`src/rtl/alu_logic_seq_if.sv`:
```
// Bundle between the control sequencer, the operand/result stage and the
// 8-bit logic unit: bus loads, command, operands out, result back.
interface alu_logic_seq_if;
    logic [7:0] busData;
    logic       ldAcc;
    logic       ldTmp;
    logic       exec;
    logic [2:0] opSel;
    logic       flagOnly;
    logic [7:0] logA;
    logic [7:0] logB;
    logic [2:0] logSel;
    logic [7:0] logRes;
    logic [7:0] accOut;
    logic [7:0] flags;
    logic       busy;
    logic       done;

    modport slave (
        input  busData, ldAcc, ldTmp, exec, opSel, flagOnly, logRes,
        output logA, logB, logSel, accOut, flags, busy, done
    );

    modport master (
        output busData, ldAcc, ldTmp, exec, opSel, flagOnly, logRes,
        input  logA, logB, logSel, accOut, flags, busy, done
    );
endinterface

```
`src/rtl/alu_logic_seq.sv`:
```
// Operand/result sequencing stage around the 8-bit logic unit: holds ACC and TMP,
// runs IDLE -> EXEC -> DONE, and writes the result into ACC and the 8085 flags.
module alu_logic_seq (
    input  logic           clk,
    input  logic           rst,
    alu_logic_seq_if.slave seqIf
);
    typedef enum logic [2:0] {
        IDLE = 3'b001,
        EXEC = 3'b010,
        DONE = 3'b100
    } StateT;

    StateT      stateQ, stateD;
    logic [7:0] accQ, accD;
    logic [7:0] tmpQ, tmpD;
    logic [2:0] opQ, opD;
    logic       modeQ, modeD;
    logic [7:0] flagsQ, flagsD;
    logic [7:0] resFlags;

    // 8085 layout {S,Z,0,AC,0,P,1,CY}; AC mirrors the 8085 convention of setting it on AND
    always_comb begin
        resFlags = {seqIf.logRes[7],
                    (seqIf.logRes == 8'h00),
                    1'b0,
                    (opQ[1:0] == 2'b00),
                    1'b0,
                    ~^seqIf.logRes,
                    1'b1,
                    1'b0};
    end

    always_ff @(posedge clk or posedge rst) begin
        if (rst) begin
            stateQ <= IDLE;
            accQ   <= 8'h00;
            tmpQ   <= 8'h00;
            opQ    <= 3'b000;
            modeQ  <= 1'b0;
            flagsQ <= 8'h02;
        end else begin
            stateQ <= stateD;
            accQ   <= accD;
            tmpQ   <= tmpD;
            opQ    <= opD;
            modeQ  <= modeD;
            flagsQ <= flagsD;
        end
    end

    always_comb begin
        stateD = stateQ;
        accD   = accQ;
        tmpD   = tmpQ;
        opD    = opQ;
        modeD  = modeQ;
        flagsD = flagsQ;
        unique case (stateQ)
            IDLE: begin
                // Loads land on the same edge that accepts exec, so EXEC sees the new operands
                if (seqIf.ldAcc) accD = seqIf.busData;
                if (seqIf.ldTmp) tmpD = seqIf.busData;
                if (seqIf.exec) begin
                    opD    = seqIf.opSel;
                    modeD  = seqIf.flagOnly;
                    stateD = EXEC;
                end
            end
            EXEC: begin
                if (!modeQ) accD = seqIf.logRes;
                flagsD = resFlags;
                stateD = DONE;
            end
            DONE: begin
                stateD = IDLE;
            end
            default: begin
                stateD = IDLE;
            end
        endcase
    end

    assign seqIf.logA   = accQ;
    assign seqIf.logB   = tmpQ;
    assign seqIf.logSel = opQ;
    assign seqIf.accOut = accQ;
    assign seqIf.flags  = flagsQ;
    assign seqIf.busy   = (stateQ == EXEC);
    assign seqIf.done   = (stateQ == DONE);
endmodule

```
`src/flat_wrapper.sv`:
```
// flat-port wrapper written by rule: the top's interface ports become plain ports
module alu_logic_seq_flat 
  (clk, rst, seqIf_busData, seqIf_ldAcc, seqIf_ldTmp, seqIf_exec, seqIf_opSel, seqIf_flagOnly, seqIf_logRes, seqIf_logA, seqIf_logB, seqIf_logSel, seqIf_accOut, seqIf_flags, seqIf_busy, seqIf_done);
  alu_logic_seq_if seqIf_i ();
  input  logic clk;
  input  logic rst;
  input wire logic [$bits(seqIf_i.busData)-1:0] seqIf_busData;
  input wire logic [$bits(seqIf_i.ldAcc)-1:0] seqIf_ldAcc;
  input wire logic [$bits(seqIf_i.ldTmp)-1:0] seqIf_ldTmp;
  input wire logic [$bits(seqIf_i.exec)-1:0] seqIf_exec;
  input wire logic [$bits(seqIf_i.opSel)-1:0] seqIf_opSel;
  input wire logic [$bits(seqIf_i.flagOnly)-1:0] seqIf_flagOnly;
  input wire logic [$bits(seqIf_i.logRes)-1:0] seqIf_logRes;
  output wire logic [$bits(seqIf_i.logA)-1:0] seqIf_logA;
  output wire logic [$bits(seqIf_i.logB)-1:0] seqIf_logB;
  output wire logic [$bits(seqIf_i.logSel)-1:0] seqIf_logSel;
  output wire logic [$bits(seqIf_i.accOut)-1:0] seqIf_accOut;
  output wire logic [$bits(seqIf_i.flags)-1:0] seqIf_flags;
  output wire logic [$bits(seqIf_i.busy)-1:0] seqIf_busy;
  output wire logic [$bits(seqIf_i.done)-1:0] seqIf_done;
  assign seqIf_i.busData = seqIf_busData;
  assign seqIf_i.ldAcc = seqIf_ldAcc;
  assign seqIf_i.ldTmp = seqIf_ldTmp;
  assign seqIf_i.exec = seqIf_exec;
  assign seqIf_i.opSel = seqIf_opSel;
  assign seqIf_i.flagOnly = seqIf_flagOnly;
  assign seqIf_i.logRes = seqIf_logRes;
  assign seqIf_logA = seqIf_i.logA;
  assign seqIf_logB = seqIf_i.logB;
  assign seqIf_logSel = seqIf_i.logSel;
  assign seqIf_accOut = seqIf_i.accOut;
  assign seqIf_flags = seqIf_i.flags;
  assign seqIf_busy = seqIf_i.busy;
  assign seqIf_done = seqIf_i.done;
  alu_logic_seq u_core (.clk(clk), .rst(rst), .seqIf(seqIf_i));
endmodule
```
`config.mk`:
```
export PLATFORM = sky130hd
export DESIGN_NAME = alu_logic_seq_flat
export DESIGN_NICKNAME = d
export VERILOG_FILES = /design/src/rtl/alu_logic_seq_if.sv /design/src/rtl/alu_logic_seq.sv /design/src/flat_wrapper.sv
export SDC_FILE = /design/constraint.sdc
export NUM_CORES = 1
export LEC_CHECK = 0
export ABC_AREA = 1
export BUFFER_PORTS_ARGS = -buffer_cell sky130_fd_sc_hd__buf_4
export CELL_PAD_IN_SITES_DETAIL_PLACEMENT = 0
export CELL_PAD_IN_SITES_GLOBAL_PLACEMENT = 2
export CORE_MARGIN = 1.5
export CORE_UTILIZATION = 25
export CTS_CLUSTER_DIAMETER = 60
export DETAILED_ROUTE_END_ITERATION = 12
export GPL_ROUTABILITY_DRIVEN = 0
export PLACE_DENSITY_LB_ADDON = 0.1
export SLEW_MARGIN = 25
export SYNTH_ARGS = -nofsm -noshare
export SYNTH_HDL_FRONTEND = slang
export SYNTH_SLANG_ARGS = --single-unit
```
`constraint.sdc`:
```
create_clock -name clk -period 1.6 [get_ports clk]
set_input_delay 0.4 -clock clk [delete_from_list [all_inputs] [get_ports clk]]
set_output_delay 0.4 -clock clk [all_outputs]
set_load 0.02 [all_outputs]
```
==> impl_metrics.csv <==
group,metric,value,unit
timing,period_needed,1.58,ns
pwr,netSwitchingPower,1.70,mW
logic_synthesis,synth_top_area_frac,0.440,
die,initial_core_util,0.263,
place,hpwl,2970,um
clock_network,cts.sinks,27,
drt,avgViaCountPerCell,4.13,
die,die_x,79.9,um
worst_setup_path,r2r-start,"u_core.stateQ[0]",
drt,drc,0,
worst_hold_path,worst_hold_path_type,"primary input to async pin",
pwr,power_leakage,1.22,nW
die,dieArea,0.00638,mm2
worst_setup_path,path_class,"flop to primary output",
pwr,ir_drop,691,uV
drt,wl_met3,200,um
pwr,p_sw_frac,0.446,
grt,grt_remaining_overflow,0,
grt,grt_first_pass_wirelength,6000,um
grt,grt_usage,0.122,
timing,rsz0062_at_grt,"true",
worst_setup_path,required,1.20,ns
logic_synthesis,seq_area_frac_synth,0.458,
clock_network,cts_buffers,3,
drt,top_layer,"met4",
timing,fin_tns_setup,0,ns
logic_synthesis,synth_cells,187,
final_layout,antenna_cells,0,
drt,firstDrtPassIters,4,
timing,hold_ws,0.0390,ns
pwr,p_seq_frac,0.331,
timing,hold_viol,0,
die,fp.coreArea,0.00561,mm2
grt,antenna_found_initial,0,
drt,drt-met1-wl,1770,um
logic_synthesis,synth-async-reset-ratio,1.00,
drt,ant_nets,0,
timing,setup_viol,0,
pwr,p_clk_frac,0.103,
worst_setup_path,endpoint_kind,"primary output",
pwr,pwr-share-comb,0.565,
drt,routed_wl,3850,um
drt,num_vias,1320,
place,io_buffers,57,
run_status,status,"completed",
final_layout,finalNetCount,278,
logic_synthesis,synthesis.area,0.00148,mm2
final_layout,design_area,0.00207,mm2
logic_synthesis,ys_seq_elements,27,
logic_synthesis,synthTopCellsByCount,"nand2_1, dfrtp_1, nand3_1",
timing,drv_slew,0,
timing,finalClockSkew,0.00873,ns
die,ios,62,
clock_network,clockBufferDepth,2,
clock_network,clk_pin_slew,0.10,ns
logic_synthesis,yosys.area.top_type,"dfrtp_1",
final_layout,drive_gt1_frac,0.359,
die,placementRows,27,
final_layout,utilization,0.368,
logic_synthesis,ys_top_cells_by_area,"dfrtp_1, nand2_1, nand3_1",
grt,grt_pass1_vias,1252,
clock_network,ctsRootBufferMaster,"clkbuf_8",
clock_network,htreeDepth,1,
die,fp.dieH,79.9,um
logic_synthesis,yosys_warnings,0,
pwr,p_int,2.11,mW
grt,grt_max_degree,17,
worst_setup_path,critPathLaunch,"u_core.stateQ[0]",
worst_setup_path,crit_path_max_fanout,4,
place,place_area,0.00194,mm2
worst_setup_path,crit_path_start_kind,"flop",
drt,wl_per_cell,12.0,um
drt,met2_length,1860,um
logic_synthesis,synth.most_common_cell,"nand2_1",
clock_network,clkLatencyLatePin,0.27,ns
timing,timing.fmax,634,MHz
job,maxCapViolCount,0,
logic_synthesis,yosysUniqueCellTypes,20,
worst_setup_path,cp.arrival,1.18,ns
timing,fin_crit_sh,0.985,
final_layout,area_growth,39.8,%
place,placed_cells,308,
drt,drt-initial-drc-count,26,
pwr,power_density,1840,mW/mm2
logic_synthesis,synth_flop_cell,"dfrtp_1",
logic_synthesis,synth_edf_count,0,
final_layout,final_cells,320,
clock_network,hold_buffers,0,
clock_network,cts_tree,"yes",
logic_synthesis,synth_area_per_cell,7.90,um2
## path summary, 6_finish.rpt
kind                            slack (ns)  cells past startpoint                endpoint
worst max-delay path                  0.02                      4              seqIf_busy
worst min-delay path                  0.04                      2  u_core.seqIf.logSel[2]
worst max register to register        0.15                      5  u_core.seqIf.accOut[3]
worst min register to register        0.48                      2    u_core.seqIf.logB[2]
max in group asynchronous             1.09                      3        u_core.stateQ[0]
min in group clk                      0.31                      3  u_core.seqIf.logSel[0]
## area by class of cell
cell class,count,area (um2)
multi-input combinational,129,634
inverter,18,71.3
sequential,27,678
fill,621,3540
clock buffer,3,41.3
tap,72,90.1
timing repair buffer,70,546
clock inverter,1,5.00
## registers in the layout, summed over array words and instances (netlist names)
register	count
u_core.modeQ	1
u_core.seqIf.accOut	8
u_core.seqIf.flags	4
u_core.seqIf.logSel	3
u_core.seqIf.logB	8
u_core.stateQ	3
## power by group through the flow
stage | sequential [mW] | clock (mW) | combinational (mW)
6_report | 1.26 | 0.393 | 2.15
5_1_grt | 1.31 | 0.457 | 2.35
4_1_cts | 1.27 | 0.427 | 2.09
3_5_place_dp | 1.27 | 0 | 2.05
3_3_place_gp | 1.28 | 0 | 2.05
2_1_floorplan | 1.58 | 0 | 1.03
## repair_timing
| item | in CTS | in global routing |
|---|---|---|
| pin swaps | 0 | 2 |
| gates resized for setup | 4 | 4 |
| setup buffers | 2 | 6 |
| endpoints found under the setup margin | 2 | 2 |
| gates cloned | 0 | 0 |
## logic make-up after synthesis
family	synth area share
compound gates	0.00338
fa+ha+maj	0.0339
simple gates	0.374
flops	0.458
buf+inv	0.125
other cells	0.00508
## metal layers
layer,track usage,vias up
met1,0.153,599
met4,0.0155,0
li1,-,685
met3,0.0309,2
met2,0.213,34
met5,0,-
## metrics by stage
stage	setup slack (ns)	total power, mW
2_1_floorplan	0.0978	2.60
3_5_place_dp	0.241	3.33
5_1_grt	-0.0265	4.12
4_1_cts	0.0134	3.79
6_report	0.0235	3.80
3_3_place_gp	0.211	3.33
## cells in the final DEF (no fill, tap or decap)
master,Yosys,layout
ha_1,4,4
o21ai_1,1,1
nand3b_4,1,1
buf_4,12,67
nor2_4,2,2
dfrtp_1,26,25
inv_2,0,1
nand2_4,3,3
clkbuf_8,0,3
inv_4,0,1
conb_1,2,4
nor3_4,0,1
nand2_1,82,82
nand4_1,1,1
nor2_1,2,2
dfstp_2,1,1
dfrtp_2,0,1
nand4_2,1,1
buf_12,0,1
nand2_2,2,2
clkinv_2,1,2
inv_1,17,15
buf_6,2,2
nand3_1,25,25
## critical path: stages (launching register included)
cell	delay [ns]
dfstp_2	0.61
nor2_4	0.07
nand2_4	0.06
inv_4	0.04
buf_6	0.12
(Power assumes the default switching activity.)
